[src/rtl/sseg_pkg.sv]
// sseg_pkg
// Shared seven-segment definitions used by both the display encoder and the
// capture/decode side:
//   SSEG_STABLE_DEFAULT - default number of identical samples before capture
//   SSEG_BLANK_N        - raw (active-low) segment bus value with all segments off
//   SSEG_GLYPH          - active-high gfedcba glyph codes for hex values 0..F
//   anode_onehot_low()  - true when exactly one active-low anode is asserted
//   sseg_glyph_code()   - hex value to active-high glyph code (encoder side)
package sseg_pkg;

    localparam int unsigned SSEG_STABLE_DEFAULT = 4;

    localparam logic [6:0] SSEG_BLANK_N = 7'h7F;

    localparam logic [6:0] SSEG_GLYPH [16] = '{
        7'h3F, 7'h06, 7'h5B, 7'h4F, 7'h66, 7'h6D, 7'h7D, 7'h07,
        7'h7F, 7'h6F, 7'h77, 7'h7C, 7'h39, 7'h5E, 7'h79, 7'h71
    };

    function automatic logic anode_onehot_low(input logic [3:0] anode);
        logic hit;
        case (anode)
            4'b1110: hit = 1'b1;
            4'b1101: hit = 1'b1;
            4'b1011: hit = 1'b1;
            4'b0111: hit = 1'b1;
            default: hit = 1'b0;
        endcase
        return hit;
    endfunction

    function automatic logic [6:0] sseg_glyph_code(input logic [3:0] value);
        return SSEG_GLYPH[value];
    endfunction

endpackage

[src/rtl/sseg_to_hex.sv]
// sseg_to_hex
// Combinational decode of a raw active-low 7-segment pattern (gfedcba).
// Ports:
//   seg   [6:0] in  - raw segment bus bits, active-low
//   hex   [3:0] out - decoded value, 0 when the pattern is not a glyph
//   known       out - pattern matches one of the sixteen glyphs
//   blank       out - all segments off
module sseg_to_hex (
    input  logic [6:0] seg,
    output logic [3:0] hex,
    output logic       known,
    output logic       blank
);
    import sseg_pkg::*;

    logic [6:0] seg_on_s;

    assign seg_on_s = ~seg;

    // Glyph codes are unique, so OR-accumulating the matches yields the single hit.
    always_comb begin
        hex   = 4'h0;
        known = 1'b0;
        blank = (seg == SSEG_BLANK_N);
        for (int i = 0; i < 16; i++) begin
            hex   = hex | ((seg_on_s == SSEG_GLYPH[i]) ? 4'(i) : 4'h0);
            known = known | (seg_on_s == SSEG_GLYPH[i]);
        end
    end

endmodule

[src/rtl/sseg_capture.sv]
// sseg_capture
// Snoops a multiplexed 4-digit active-low seven-segment display bus and
// recovers the shown hex digits. A digit is captured once per stable run,
// when the same {Anode, SSeg} sample has been seen STABLE_CYCLES (2..15)
// consecutive edges with exactly one anode asserted.
// Ports:
//   clk          in  - system clock, rising edge
//   rst          in  - synchronous active-high reset
//   SSeg   [7:0] in  - bit 7 DP, bits 6:0 segments g..a, active-low
//   Anode  [3:0] in  - digit enables, active-low
//   Hex   [15:0] out - captured values, digit n in Hex[4n+3:4n]
//   DP     [3:0] out - captured decimal points, active-high
//   digit_valid  out - digit n last captured a recognised glyph
//   err    [3:0] out - digit n last captured a non-blank unknown pattern
//   frame_done   out - one-cycle pulse once all four digits were captured
module sseg_capture
    import sseg_pkg::*;
#(
    parameter int unsigned STABLE_CYCLES = SSEG_STABLE_DEFAULT
) (
    input  logic        clk,
    input  logic        rst,
    input  logic [7:0]  SSeg,
    input  logic [3:0]  Anode,
    output logic [15:0] Hex,
    output logic [3:0]  DP,
    output logic [3:0]  digit_valid,
    output logic [3:0]  err,
    output logic        frame_done
);

    localparam logic [3:0] STABLE_C = 4'(STABLE_CYCLES);

    logic [11:0] sample_r;
    logic [3:0]  cnt_r;
    logic [3:0]  seen_r;
    logic [15:0] hex_r;
    logic [3:0]  dp_r;
    logic [3:0]  valid_r;
    logic [3:0]  err_r;
    logic        frame_done_r;

    logic        onehot_s;
    logic        same_s;
    logic        capture_s;
    logic [3:0]  cnt_nxt_s;
    logic [3:0]  cap_mask_s;
    logic [3:0]  seen_nxt_s;
    logic [15:0] hex_nxt_s;
    logic [3:0]  dp_nxt_s;
    logic [3:0]  valid_nxt_s;
    logic [3:0]  err_nxt_s;
    logic [3:0]  dec_hex_s;
    logic        dec_known_s;
    logic        dec_blank_s;

    sseg_to_hex u_dec (
        .seg   (SSeg[6:0]),
        .hex   (dec_hex_s),
        .known (dec_known_s),
        .blank (dec_blank_s)
    );

    assign onehot_s = anode_onehot_low(Anode);
    assign same_s   = ({Anode, SSeg} == sample_r);

    // Run-length counter: saturates so a held pattern reaches STABLE_C only once.
    always_comb begin
        cnt_nxt_s = 4'd0;
        if (!onehot_s) begin
            cnt_nxt_s = 4'd0;
        end else if (!same_s) begin
            cnt_nxt_s = 4'd1;
        end else if (cnt_r >= STABLE_C) begin
            cnt_nxt_s = STABLE_C;
        end else begin
            cnt_nxt_s = cnt_r + 4'd1;
        end
    end

    // Capture on the edge where the count first reaches STABLE_C.
    assign capture_s  = onehot_s && (cnt_nxt_s == STABLE_C) && (cnt_r != STABLE_C);
    assign cap_mask_s = capture_s ? ~Anode : 4'h0;

    // Per-digit output update and frame tracking for the capturing digit.
    always_comb begin
        hex_nxt_s   = hex_r;
        dp_nxt_s    = dp_r;
        valid_nxt_s = valid_r;
        err_nxt_s   = err_r;
        for (int n = 0; n < 4; n++) begin
            if (cap_mask_s[n]) begin
                dp_nxt_s[n]    = ~SSeg[7];
                valid_nxt_s[n] = dec_known_s;
                err_nxt_s[n]   = ~dec_known_s & ~dec_blank_s;
                if (dec_known_s) begin
                    hex_nxt_s[4*n +: 4] = dec_hex_s;
                end else begin
                    hex_nxt_s[4*n +: 4] = hex_r[4*n +: 4];
                end
            end else begin
                hex_nxt_s[4*n +: 4] = hex_r[4*n +: 4];
            end
        end
        // A full frame clears the seen bits, but a capture in the same cycle
        // already counts toward the next frame.
        if (seen_r == 4'hF) begin
            seen_nxt_s = cap_mask_s;
        end else begin
            seen_nxt_s = seen_r | cap_mask_s;
        end
    end

    // State and output registers with synchronous reset.
    always_ff @(posedge clk) begin
        if (rst) begin
            sample_r     <= 12'hFFF;
            cnt_r        <= 4'd0;
            seen_r       <= 4'h0;
            hex_r        <= 16'h0000;
            dp_r         <= 4'h0;
            valid_r      <= 4'h0;
            err_r        <= 4'h0;
            frame_done_r <= 1'b0;
        end else begin
            sample_r     <= {Anode, SSeg};
            cnt_r        <= cnt_nxt_s;
            seen_r       <= seen_nxt_s;
            hex_r        <= hex_nxt_s;
            dp_r         <= dp_nxt_s;
            valid_r      <= valid_nxt_s;
            err_r        <= err_nxt_s;
            frame_done_r <= (seen_r == 4'hF);
        end
    end

    assign Hex         = hex_r;
    assign DP          = dp_r;
    assign digit_valid = valid_r;
    assign err         = err_r;
    assign frame_done  = frame_done_r;

endmodule
[config.mk]
export PLATFORM = sky130hd
export DESIGN_NAME = sseg_capture
export DESIGN_NICKNAME = d
export VERILOG_FILES = /design/src/rtl/sseg_pkg.sv /design/src/rtl/sseg_to_hex.sv /design/src/rtl/sseg_capture.sv
export SDC_FILE = /design/constraint.sdc
export NUM_CORES = 1
export LEC_CHECK = 0
export CORE_MARGIN = 1.5
export CORE_UTILIZATION = 65
export CTS_CLUSTER_DIAMETER = 50
export DETAILED_ROUTE_END_ITERATION = 12
export DONT_BUFFER_PORTS = 1
export PLACE_DENSITY_LB_ADDON = 0.2
export SETUP_SLACK_MARGIN = 0.4
export SYNTH_ARGS = -nofsm -noshare
export SYNTH_HDL_FRONTEND = slang
export SYNTH_SLANG_ARGS = --single-unit
[constraint.sdc]
create_clock -name clk -period 6.17 [get_ports clk]
set_clock_uncertainty 0.05 [all_clocks]
set_input_delay 0.9255 -clock clk [delete_from_list [all_inputs] [get_ports clk]]
set_output_delay 0.9255 -clock clk [all_outputs]
set_load 0.02 [all_outputs]
# After elaboration in Yosys (flattened, before gate mapping)

Cells that the tools add are included.

Bitwise gates (word level): 36
Reductions and logical operators: 7
Order comparisons: 1
Eq/ne operators: 25
Multiplexer cells: 21
Add/subtract/negate cells: 1

Operator list:

| operator            | count |
|---|---|
| $eq 7x7->1 const B  | 13 |
| $or 4x4->4          | 15 |
| $mux 4              | 13 |
| $eq 4x4->1 const B  | 4 |
| $or 1x1->1          | 15 |
| $eq 7x3->1 const B  | 2 |
| $eq 7x6->1 const B  | 2 |
| $eq 12x12->1        | 1 |
| $mux 3              | 4 |
| $eq 4x3->1 const B  | 2 |
| $reduce_and 2->1    | 4 |
| $not 7->7           | 1 |
| $add 4x1->4 const B | 1 |
| $ge 4x3->1 const B  | 1 |
| $mux 2              | 2 |
| $ne 4x3->1 const B  | 1 |
| $not 4->4           | 1 |
| $reduce_or 4->1     | 1 |
| $not 1->1           | 3 |
| $logic_and 1x1->1   | 2 |
| $mux 1              | 2 |
| $and 1x1->1         | 1 |

Word-level logic and storage cells: 111
Output and inout port bits: 29
Bits in registers: 49

# Longest topological paths before layout

Depth after elaboration: 19
Depth in mapped cells: 8
Depth with buffers taken out: 7

# Hierarchy

From an unflattened synthesis, not the netlist that was laid out.

Cells, all modules: 261
Area total of the unflattened synthesis: 2513.7 um^2

Modules (own cells, without submodules):

| module       | cells each | instances | sequential area each (um^2) | area an instance (um^2) |
|---|---|---|---|---|
| sseg_capture | 201        | 1         | 980.9                       | 2104.5 |
| sseg_to_hex  | 60         | 1         | 0.0                         | 409.1 |

# Least setup slack after synthesis

No wires, ideal clock.

Path kind: input-to-reg
From: in SSeg[3]
To: reg hex_r[15], in the netlist Hex[15]
Arrival: 2.389 ns
Path slack: 3.609 ns
Setup time: 0.122 ns
Stages: 6
Cell sequence: buf_6 -> nand2b_4 -> or4_4 -> o211a_4 -> and3_4 -> a311o_1

Longest elaborated chain between the ends: 18
Elaborated cells between the ends (all ways): 56
Those cells by class: 18 x eq/ne; 11 x mux; 24 x bitwise; 3 x reduce/logical

RTL lines:

| item                                     | line                | RTL |
|---|---|---|
| start: declaration                       | sseg_capture.sv:23  | `input logic [7:0] SSeg,` |
| $not 7->7                                | sseg_to_hex.sv:18   | `assign seg_on_s = ~seg;` |
| $eq 7x6->1 or $eq 7x3->1 (tied branches) | -                   |  |
| $or 1x1->1 (15 in a row)                 | sseg_to_hex.sv:27   | `known = known \| (seg_on_s == SSEG_GLYPH[i]);` |
| $reduce_and 2->1 (no line)               | -                   |  |
| end signal: assignment                   | sseg_capture.sv:129 | `hex_r <= hex_nxt_s;` |
| end: declaration                         | sseg_capture.sv:37  | `logic [15:0] hex_r;` |

Parallel ways exist; a longest one is shown, timed or not.
A chain may end at the register's enable or synchronous reset.

# Worst setup path after layout

From: in SSeg[2]
To: reg hex_r[14], in the netlist Hex[14]

Same word-level chain as after synthesis.

==> impl_metrics.csv <==
group,metric,value,unit
outcome,status,"complete, no violations",
yosys,muxShareOfSynthArea,0.0157,
floorplanning,fp.coreArea,3720,um2
global_routing,grt-ovfl-total,0,
yosys,synth_largest_area_cell,"dfxtp_1",
critical_path,cp_slowest_cell,"a311oi_2",
finish,stdcell_area,2610,um2
timing,rsz0062_at_grt,"no",
critical_path,crit_type,"in2reg",
timing,relSlewSlack,0.300,
pwr,leakagePower,0.860,nW
timing,fin_crit,2.60,ns
cts,cts-htree-levels,2,
cts,cts_root_buffer,"clkbuf_8",
floorplanning,floorplan.initialDensity,0.686,
detailed_routing,drtPass1Iterations,4,
detailed_routing,routed.top_layer,"met4",
timing,setup_ws,3.57,ns
finish,design.final.nets,286,
yosys,synthSimpleGateAreaFrac,0.281,
floorplanning,dieArea,4310,um2
global_routing,grt_pass1_wl,9000,um
critical_path,crit_chain,"xor2_1, nor4b_2, nand4b_1, a311oi_2, o21ai_1",
detailed_routing,wl_per_cell,17.4,um
yosys,avgSynthCellArea,8.88,um2
timing,slew_violations,0,
detailed_routing,drc_errors,0,
placed_design,portBuffers,0,
global_routing,antenna_found_initial,0,
detailed_routing,wl_met1,2530,um
timing,hold_viol,0,
critical_path,ff2ff_setup_slack,3.65,ns
cts,clkTransAtPathRegs,0.09,ns
yosys,synth_ff_type,"dfxtp_1",
critical_path,crit_path_max_incr_delay,0.65,ns
yosys,synth-edff-count,0,
detailed_routing,wl_met3,445,um
detailed_routing,routed_wl,5560,um
placed_design,gp_congestion,0.832,
yosys,syn_inst,287,
yosys,synth_top_family_by_area,"simple AND/OR/NAND/NOR gates",
global_routing,grtUsageTotal,0.270,
pwr,ir_drop,0.154,mV
timing,fin_crit_sh,0.421,
finish,drive_gt1_frac,0.118,
placed_design,post_dp_cell_area,2490,um2
timing,setup_viol_count_final,0,
yosys,yosys_warnings,0,
yosys,syn-cell-area,2550,um2
hold_path,hp-class,"reg2reg",
floorplanning,die_y,65.6,um
floorplanning,fp.dieW,65.6,um
detailed_routing,ant_nets,0,
timing,max_freq,385,MHz
critical_path,cp-start-kind,"primary input",
run,maxCapViolCount,0,
placed_design,dp_hpwl,3790,um
cts,cts_resized,0,
detailed_routing,met2_wirelength,2520,um
cts,cts_buffers,5,
pwr,power,0.604,mW
critical_path,crit_required,6.30,ns
floorplanning,num_rows,22,
cts,cts_hold_buf,0,
cts,clock_sinks,49,
yosys,ys_seq_area_frac,0.385,
timing,tns,0,ns
yosys,synth_nets,303,
cts,ctsLongestPathBuffers,2,
floorplanning,ios,43,
yosys,synth-seq-cells,49,
detailed_routing,first_iter_violations,222,
global_routing,grt_max_degree,41,
critical_path,critPathMaxFanout,18,
cts,tritoncts,"done",
finish,syn_to_final_growth,2.26,%
yosys,synth_cell_type_count,56,
detailed_routing,vias,2105,
global_routing,first_global_vias,1834,
placed_design,pre_cts_slack,3.31,ns
yosys,yosysTopAreaCellShare,0.385,
yosys,async_flop_share,0,
pwr,p_per_area,232,nW/um2
yosys,synth_xor_xnor_area_share,0.0515,
cts,post_cts_buffers,0,
finish,n_antenna_cell,0,
timing,worst_slew_pin_slew,1.05,ns
cts,clkLatencyLatePin,0.30,ns
yosys,synth_compound_area_frac,0.204,
detailed_routing,viasPerCell,6.60,
yosys,netlist_top_cells_area,"dfxtp_1 38%, nand2_1 4.4%, xnor2_1 3.8%",
yosys,synth_fa_ha_area_frac,0.00981,
critical_path,critPathArrivalTime,2.73,ns
critical_path,end_kind,"flip-flop",
==> Yosys cell counts, drive strengths merged, types with 6 or more instances <==
master	count
clkbuf	9
o2111ai	6
dfxtp	49
or2	12
o21a	6
xnor2	11
o21ai	19
nor2	8
nand4	9
and4	6
a21oi	17
buf	15
nor3	11
nand2b	7
nand2	30
==> final timing paths <==
path,from,to,cells after the start
setup / recovery,SSeg[2],Hex[14]$_SDFFE_PP0P_,5
hold / removal,seen_r[3]$_SDFF_PP0_,seen_r[3]$_SDFF_PP0_,2
setup reg to reg,cnt_r[0]$_SDFF_PP0_,Hex[11]$_SDFFE_PP0P_,7
hold reg to reg,seen_r[3]$_SDFF_PP0_,seen_r[3]$_SDFF_PP0_,2
==> critical path: cells and delay by family <==
kind,cells,cell delay (ns)
AOI/OAI and AO/OA,2,0.80
xor gates and xnor gates,1,0.16
and+or+nand+nor,2,0.84
==> area by class of cell <==
cell class / instances / area [um2]
Multi-Input combinational cell: 210 / 1440
Fill cell: 299 / 1110
Sequential cell: 49 / 981
Clock buffer: 7 / 86.3
Tap cell: 48 / 60.1
Clock inverter: 1 / 30.0
Inverter: 4 / 15.0
==> registers in the layout, indices dropped and copies added (netlist names) <==
register     cells
digit_valid      4
err              4
seen_r           4
DP               4
sample_r        12
frame_done       1
cnt_r            4
Hex             16
==> cells in the final DEF, fill, tap and decap left out, types with 2 or more instances in the layout <==
cell type / n
nand4b_1: 4
or3_1: 3
a311oi_2: 4
o21ai_0: 4
nor3b_1: 2
or2_2: 12
nand3b_1: 3
and4b_1: 3
mux2i_1: 4
a311o_1: 3
nor3_1: 11
and4_1: 6
a21oi_1: 17
nand2b_1: 6
ha_1: 2
or4_4: 2
o21a_1: 6
dfxtp_1: 49
nor4_1: 3
nand3_1: 4
xor2_1: 4
a211oi_1: 2
clkbuf_8: 6
o2111ai_1: 6
o21ai_1: 15
nor2_1: 8
xnor2_1: 11
o32ai_1: 2
nand2_1: 30
nor2b_1: 2
inv_1: 4
o211ai_1: 3
nand4_1: 9
==> power by group <==
| group | switching, mW | internal [mW] |
|---|---|---|
| Combinational | 0.0234 | 0.0212 |
| Clock | 0.104 | 0.132 |
| Sequential | 0.00264 | 0.321 |
| Total | 0.130 | 0.474 |
==> per-layer routing <==
| layer | global-route usage | up-vias |
|---|---|---|
| met5 | 0 | - |
| met4 | 0.0729 | 0 |
| met3 | 0.0856 | 5 |
| met2 | 0.409 | 75 |
| met1 | 0.370 | 1000 |
| li1 | - | 1025 |
==> cells by family after synthesis <==
| family | Yosys count |
|---|---|
| XOR/XNOR | 15 |
| other | 1 |
| buffers and inverters | 28 |
| multiplexers | 4 |
| AO/OA/AOI/OAI | 71 |
| AND/OR/NAND/NOR | 117 |
| adder cells (fa/ha/maj) | 2 |
| flip-flops | 49 |
==> stage by stage <==
stage / hold slack, ns / instances / utilization
after floorplan: 0.382 / 287 / -
after global placement: 0.387 / 311 / 0.670
after detailed placement: 0.392 / 311 / 0.670
after CTS: 0.402 / 319 / 0.702
after global routing: 0.419 / 319 / 0.702
final: 0.403 / 319 / 0.702
(Power assumes the default switching activity.)
